--- src/rtl/exec_alu_unit.sv ---
`default_nettype none
// ============================================================================
// Module   : exec_alu_unit
// Purpose  : EX-stage ALU control decode, 32-bit ALU and branch-target adder,
//            all results registered for the EX/MEM boundary.
// Revision : 1.0 - initial release
// ============================================================================
module exec_alu_unit #(
    parameter int WIDTH = 32
) (
    input  logic             clk,
    input  logic             reset,
    input  logic [2:0]       alu_op,
    input  logic [5:0]       funct,
    input  logic [WIDTH-1:0] operand_a,
    input  logic [WIDTH-1:0] operand_b,
    input  logic [WIDTH-1:0] pc_plus4,
    input  logic [WIDTH-1:0] imm_ext,
    output logic [2:0]       alu_ctrl,
    output logic [WIDTH-1:0] alu_result,
    output logic             zero,
    output logic             overflow,
    output logic [WIDTH-1:0] branch_target
);

    localparam logic [2:0] C_CTRL_AND = 3'b000;
    localparam logic [2:0] C_CTRL_OR  = 3'b001;
    localparam logic [2:0] C_CTRL_ADD = 3'b010;
    localparam logic [2:0] C_CTRL_NOR = 3'b100;
    localparam logic [2:0] C_CTRL_SUB = 3'b110;
    localparam logic [2:0] C_CTRL_SLT = 3'b111;

    logic [2:0]       w_ctrl;
    logic [WIDTH-1:0] w_sum;
    logic [WIDTH-1:0] w_diff;
    logic [WIDTH-1:0] w_result;
    logic             w_overflow;
    logic [WIDTH-1:0] w_target;

    logic [2:0]       r_ctrl;
    logic [WIDTH-1:0] r_result;
    logic             r_zero;
    logic             r_overflow;
    logic [WIDTH-1:0] r_target;

    always_comb begin
        w_ctrl = C_CTRL_ADD;
        case (alu_op)
            3'b000:  w_ctrl = C_CTRL_ADD;
            3'b001:  w_ctrl = C_CTRL_SUB;
            3'b010: begin
                case (funct)
                    6'b100000: w_ctrl = C_CTRL_ADD;
                    6'b100010: w_ctrl = C_CTRL_SUB;
                    6'b100100: w_ctrl = C_CTRL_AND;
                    6'b100101: w_ctrl = C_CTRL_OR;
                    6'b100111: w_ctrl = C_CTRL_NOR;
                    6'b101010: w_ctrl = C_CTRL_SLT;
                    default:   w_ctrl = C_CTRL_ADD;
                endcase
            end
            3'b011:  w_ctrl = C_CTRL_AND;
            3'b100:  w_ctrl = C_CTRL_OR;
            3'b101:  w_ctrl = C_CTRL_SLT;
            default: w_ctrl = C_CTRL_ADD;
        endcase
    end

    assign w_sum  = operand_a + operand_b;
    assign w_diff = operand_a - operand_b;

    // Overflow is flagged only for add/sub; the result itself always wraps.
    always_comb begin
        w_result   = '0;
        w_overflow = 1'b0;
        case (w_ctrl)
            C_CTRL_AND: w_result = operand_a & operand_b;
            C_CTRL_OR:  w_result = operand_a | operand_b;
            C_CTRL_NOR: w_result = ~(operand_a | operand_b);
            C_CTRL_ADD: begin
                w_result   = w_sum;
                w_overflow = (operand_a[WIDTH-1] == operand_b[WIDTH-1]) &&
                             (w_sum[WIDTH-1] != operand_a[WIDTH-1]);
            end
            C_CTRL_SUB: begin
                w_result   = w_diff;
                w_overflow = (operand_a[WIDTH-1] != operand_b[WIDTH-1]) &&
                             (w_diff[WIDTH-1] != operand_a[WIDTH-1]);
            end
            C_CTRL_SLT: w_result = {{(WIDTH-1){1'b0}},
                                    ($signed(operand_a) < $signed(operand_b))};
            default:    w_result = '0;
        endcase
    end

    assign w_target = pc_plus4 + {imm_ext[WIDTH-3:0], 2'b00};

    always_ff @(posedge clk) begin
        if (reset) begin
            r_ctrl     <= C_CTRL_ADD;
            r_result   <= '0;
            r_zero     <= 1'b1;
            r_overflow <= 1'b0;
            r_target   <= '0;
        end else begin
            r_ctrl     <= w_ctrl;
            r_result   <= w_result;
            r_zero     <= (w_result == '0);
            r_overflow <= w_overflow;
            r_target   <= w_target;
        end
    end

    assign alu_ctrl      = r_ctrl;
    assign alu_result    = r_result;
    assign zero          = r_zero;
    assign overflow      = r_overflow;
    assign branch_target = r_target;

endmodule
`default_nettype wire

--- config.mk ---
export PLATFORM = sky130hd
export DESIGN_NAME = exec_alu_unit
export DESIGN_NICKNAME = d
export VERILOG_FILES = /design/src/rtl/exec_alu_unit.sv
export SDC_FILE = /design/constraint.sdc
export NUM_CORES = 1
export LEC_CHECK = 0
export BUFFER_PORTS_ARGS = -buffer_cell sky130_fd_sc_hd__buf_2
export CORE_MARGIN = 2
export CORE_UTILIZATION = 59
export DETAILED_ROUTE_END_ITERATION = 16
export PLACE_DENSITY = 0.93
export SYNTH_ARGS = -nofsm -noshare
export SYNTH_HDL_FRONTEND = slang
export SYNTH_SLANG_ARGS = --single-unit
--- constraint.sdc ---
create_clock -name clk -period 10.95 [get_ports clk]
set_input_delay 2.19 -clock clk [delete_from_list [all_inputs] [get_ports clk]]
set_output_delay 2.19 -clock clk [all_outputs]
set_load 0.01 [all_outputs]
Word level (Yosys, flattened, before mapping)
Cells that the tools add are included.
- add/sub/neg operators: 3
- order comparisons: 1
- equal/unequal tests: 19
- multiplexer cells: 4
- bitwise gates (word level): 3
- reduce and logical (&&, ||, !) cells: 4
- operator list (kind ; number):
    $pmux 32 s6 ; 1
    $add 32x32->32 ; 2
    $and 32x32->32 ; 1
    $logic_not 32->1 ; 1
    $lt 32x32->1 ; 1
    $not 32->32 ; 1
    $or 32x32->32 ; 1
    $sub 32x32->32 ; 1
    $eq 6x6->1 const B ; 5
    $pmux 3 s5 ; 2
    $eq 3x3->1 const B ; 5
    $eq 3x2->1 const B ; 3
    $eq 3x1->1 const B ; 2
    $logic_not 3->1 ; 1
    $ne 1x1->1 ; 3
    $logic_and 1x1->1 ; 2
    $pmux 1 s2 ; 1
    $eq 1x1->1 ; 1
- register bits: 69
- output and inout bits: 69

Logic depth before layout (Yosys ltp)
- depth after elaboration: 6
- depth in mapped cells: 17

Least setup slack after synthesis
OpenSTA, ideal clock, no wires.
- kind: input to register
- start point: input alu_op[1]
- end point: register r_zero (netlist: zero)
- setup time: 60 ps
- arrival: 5198 ps
- required time: 10890 ps
- path slack: 5692 ps
- stages on the path: 15
- cells stage by stage: inv_1 -> ha_1 -> nor4b_4 -> o2111ai_4 -> and2_4 -> buf_6 -> mux2i_1 -> xnor2_1 -> o32ai_1 -> or4_4 -> nor4_2 -> o2111ai_1 -> nor4_1 -> and4b_1 -> a41o_1
- longest elaborated chain between the ends: 5
- elaborated cells between the ends (all ways): 14
- classes of those cells: eq/ne (10); mux (2); reduce/logical (2)
- RTL lines (element ; RTL line ; source):
    start, declared ; 13 ; input logic [2:0] alu_op,
    $eq 3x3->1 (tied with other cells) ; 48 ; case (alu_op)
    $pmux 3 s5 (*) ; 48 ;
    $eq 3x3->1 (tied with other cells) ; 76 ; case (w_ctrl)
    $pmux 32 s6 (*) ; 76 ;
    $logic_not 32->1 (*) ; 108 ; r_zero <= (w_result == '0);
    end signal, assigned ; 108 ;
    end, declared ; 42 ; logic r_zero;
Every way passes the cells marked *; elsewhere a longest branch is shown, timed or not.
A chain may end at the register's enable or synchronous reset.

Worst setup path in the final report
- start point: input operand_a[0]
- end point: register r_zero (netlist: zero)
- longest elaborated chain between the ends: 4
- elaborated cells between the ends (all ways): 8
- classes of those cells: add/sub (2); order compare (1); mux (1); bitwise (3); reduce/logical (1)
- RTL lines (element ; RTL line ; source):
    start, declared ; 15 ; input logic [WIDTH-1:0] operand_a,
    branches (longest 2 deep; another with $sub 32x32->32) ; -- ;
    $pmux 32 s6 (*) ; 76 ;
    $logic_not 32->1 (*) ; 108 ;
Mark *: on every way between the ends.

==> metrics.md <==
| Metric | Value |
|---|---|
| Status | finished clean |
| DRC Markers | 0 |
| Worst-Margin Slew | about 920 ps |
| FF+latch count, synth | ~70 |
| Crit Path Max Fanout | 4 |
| Final Slew Violations | 0 |
| Routed WL | between 20 and 30 mm |
| P per Cell Area | around 110 mW/mm² |
| Hold_sp | pc_plus4[0] |
| Die H | 126.7 µm |
| Antenna viol nets, final | 0 |
| Post-synth top flop | dfxtp_1 |
| Initial Util | 0.6065 |
| # rows | 44 |
| Comb pwr share | 0.481 |
| Syn Inst Count | between 1,000 and 1,500 |
| IO Port Bufs | 205 |
| Share of layout cells above drive strength 1 | 0.1831 |
| Clock group share of total power | 0.255 |
| Synth cell types | 91 |
| Clock buffer depth | 2 |
| H-tree depth | 3 |
| Worst EP arrival | 6530 ps |
| Mapped cell area | a little under 0.009 mm² |
| Hold buffer count at CTS | 0 |
| Avg WL per Cell | around 17 µm |
| Initial antenna violation count | 3 |
| Total Routing Usage GR | 0.3316 |
| Leak | ~5 nW |
| Via count | slightly below 10,000 |
| FILL cells | between 1,000 and 1,500 |
| Min Clock Period, post-route | between 6000 and 7000 ps |
| Area Overhead vs Synth | 14.71% |
| DP Area | a little under 0.01 mm² |
| Crit start category | input port |
| Most common cell after layout, fill and taps aside | buf_2 |
| Remaining Overflow, GRT | 0 |
| Commonest non-fill, non-tap cells in the layout | buf_2 (205), nor2_1 (169), ha_1 (126) |
| Post-synth ARST share | 0 |
| First-pass GRT wire length | 43.70 mm |
| P_int | around 0.65 mW |
| Critical Path Sink Type | register |
| RSZ-0062 raised after global routing | no |
| Req. time, crit path | about 11,000 ps |
| Max_cap viols | 0 |
| PostCTS Resize Cnt | 0 |
| Synth Warn # | 0 |
| CTS tree | done |
| Largest net degree at the start of global routing | 70 |
| Detailed Route Iter0 Violations | 975 |
| Die X | between 100 and 150 µm |
| Setup TNS | 0 ps |
| Final GP Congestion | about 0.98 |
| Fin crit share | 0.5688 |
| Switching Share | 0.4137 |
| Rel. slew slack | 0.3690 |
| Endpoint, Worst Hold | branch_target[0] |
| Reg power frac | 0.264 |
| Root buf cell | clkbuf_16 |
| Net load switching power | between 0.4 and 0.5 mW |
| Finished Cell Area | between 0.01 and 0.015 mm² |
| CP Class | input port to register |
| Post-CTS Setup Inserts | 0 |
| Sequential area share after synthesis | 0.1555 |
| Sink Count | 69 |
| 1st-pass router iterations | 8 |
| CTS clock-pin slew for the worst setup and hold paths | approximately 60 ps |
| Max Clk Rate | 160.5 MHz |
| Top Ports | about 210 |
| Final Hold Vio Count | 0 |
| Post-synth EDFFs | 0 |
| Final nets | roughly 1,700 |
| Final setup viols | 0 |
| Total CTS buffers | 9 |
| DP Wirelength | between 20 and 25 mm |
| Hold crit path type | input port to register |
| Avg Cell Area, Syn | approximately 7.2 µm² |
| Setup crit start | operand_a[0] |
| Hold depth | 2 |
| Via density | roughly 6.3 |
| Syn_nets | about 1,500 |
| Maximum VDD drop | between 0.07 and 0.08 mV |
| Die area | about 0.016 mm² |
| Area of the core | approximately 0.015 mm² |
| Number of global-route vias before repair | about 9,300 |
## kinds of logic (layout without fill, tap and decap cells)
logic type	after synthesis	in the layout	synth area share
and+or+nand+nor	418	418	0.2292
AOI/OAI and AO/OA	379	379	0.2830
buffers and inverters	171	336	0.07819
adders and majority gates	129	129	0.1843
DFF	69	69	0.1555
xor gates and xnor gates	47	47	0.04635
muxes	20	20	0.02339
other	0	1	0
## sequential cells by signal, indices dropped and copies added (netlist names)
register       cells
zero               1
branch_target     32
overflow           1
alu_result        32
alu_ctrl           3
## through the flow
| step | std cells | total power, mW | utilization | setup slack (ps) | hold WS [ps] |
|---|---|---|---|---|---|
| 2_1_floorplan | 1233 | 0.6582 | - | 5692 | 2318 |
| 3_3_place_gp | 1566 | 0.7989 | 0.6766 | 4548 | 2408 |
| 3_5_place_dp | 1566 | 0.8113 | 0.6766 | 4499 | 2427 |
| 4_1_cts | 1582 | 1.095 | 0.6955 | 4864 | 2069 |
| 5_1_grt | 1582 | 1.165 | 0.6955 | 4422 | 2068 |
| 6_report | 1583 | 1.104 | 0.6957 | 4721 | 2060 |
## synth_stat cells, drive strengths merged (5+ instances only)
library cell  instances  area share
nor2b                26       0.018
inv                 109       0.046
or2                   8      0.0056
a2111oi               5      0.0049
o21a                  7      0.0059
o2111ai               6      0.0086
o211ai               14       0.013
and3                  5      0.0035
a31oi                19       0.013
nor3                 44       0.025
xor2                 11       0.011
o21ai                63       0.036
o21bai               16       0.014
a21o                 30       0.025
or4                   5      0.0046
nor4                 15       0.011
nor2                169       0.071
or3                  12      0.0085
dfxtp                69        0.16
a21oi               124       0.070
o211a                 5      0.0056
nand2b               18       0.013
clkbuf               37       0.016
buf                  25       0.016
mux2i                17       0.020
ha                  126        0.18
o22ai                 6      0.0042
nand4                 7      0.0049
a31o                  6      0.0059
and2                  5      0.0038
a211oi               19       0.016
a221oi                9      0.0096
xnor2                36       0.036
nand2                65       0.028
nand3                22       0.012
o41ai                 5      0.0058
## critical path: stages
cell       delay, ps
buf_2            120
inv_1            100
ha_1             200
fa_1             230
o21bai_1         110
and3_1           190
o311ai_1         730
a21oi_1          160
a2111oi_0        840
a221oi_2         150
xnor2_1          170
a21oi_1          350
nand4_1          200
nor4_1           370
and4b_1          250
a41o_1           160
## worst max path at each step
stage / endpoint / slack [ps] / cells after the start
after CTS: zero / 4860 / 16
after global routing: zero / 4420 / 16
final: zero / 4720 / 16
after detailed placement: zero / 4500 / 16
after global placement: zero / 4550 / 15
after floorplan: zero / 5690 / 15
## metal layers
metal,track usage,vias up,part of all wire
met4,0.1700,2,0.045
met5,0,-,0.00055
met2,0.5498,570,0.46
met1,0.4142,4496,0.41
li1,-,4705,-
met3,0.05905,128,0.090
## final cells by class
class,count,area (µm²),share of cell area
well taps,184,230.2,0.02260
flip-flops and latches,69,1381,0.1356
repair buffers,211,1071,0.1051
inverters,109,409.1,0.04016
diodes,1,2.502,0.0002456
multi-input cells,993,6817,0.6691
clock buffers,9,225.2,0.02211
clock inverters,7,51.30,0.005036
## power by group through the flow
| stage | Clock [mW] | Combinational, mW | Sequential [mW] |
|---|---|---|---|
| 2_1_floorplan | 0 | 0.343 | 0.315 |
| 3_3_place_gp | 0 | 0.503 | 0.296 |
| 3_5_place_dp | 0 | 0.515 | 0.297 |
| 4_1_cts | 0.285 | 0.519 | 0.291 |
| 5_1_grt | 0.294 | 0.577 | 0.294 |
| 6_report | 0.282 | 0.531 | 0.291 |
Power figures use the tool's default switching activity.
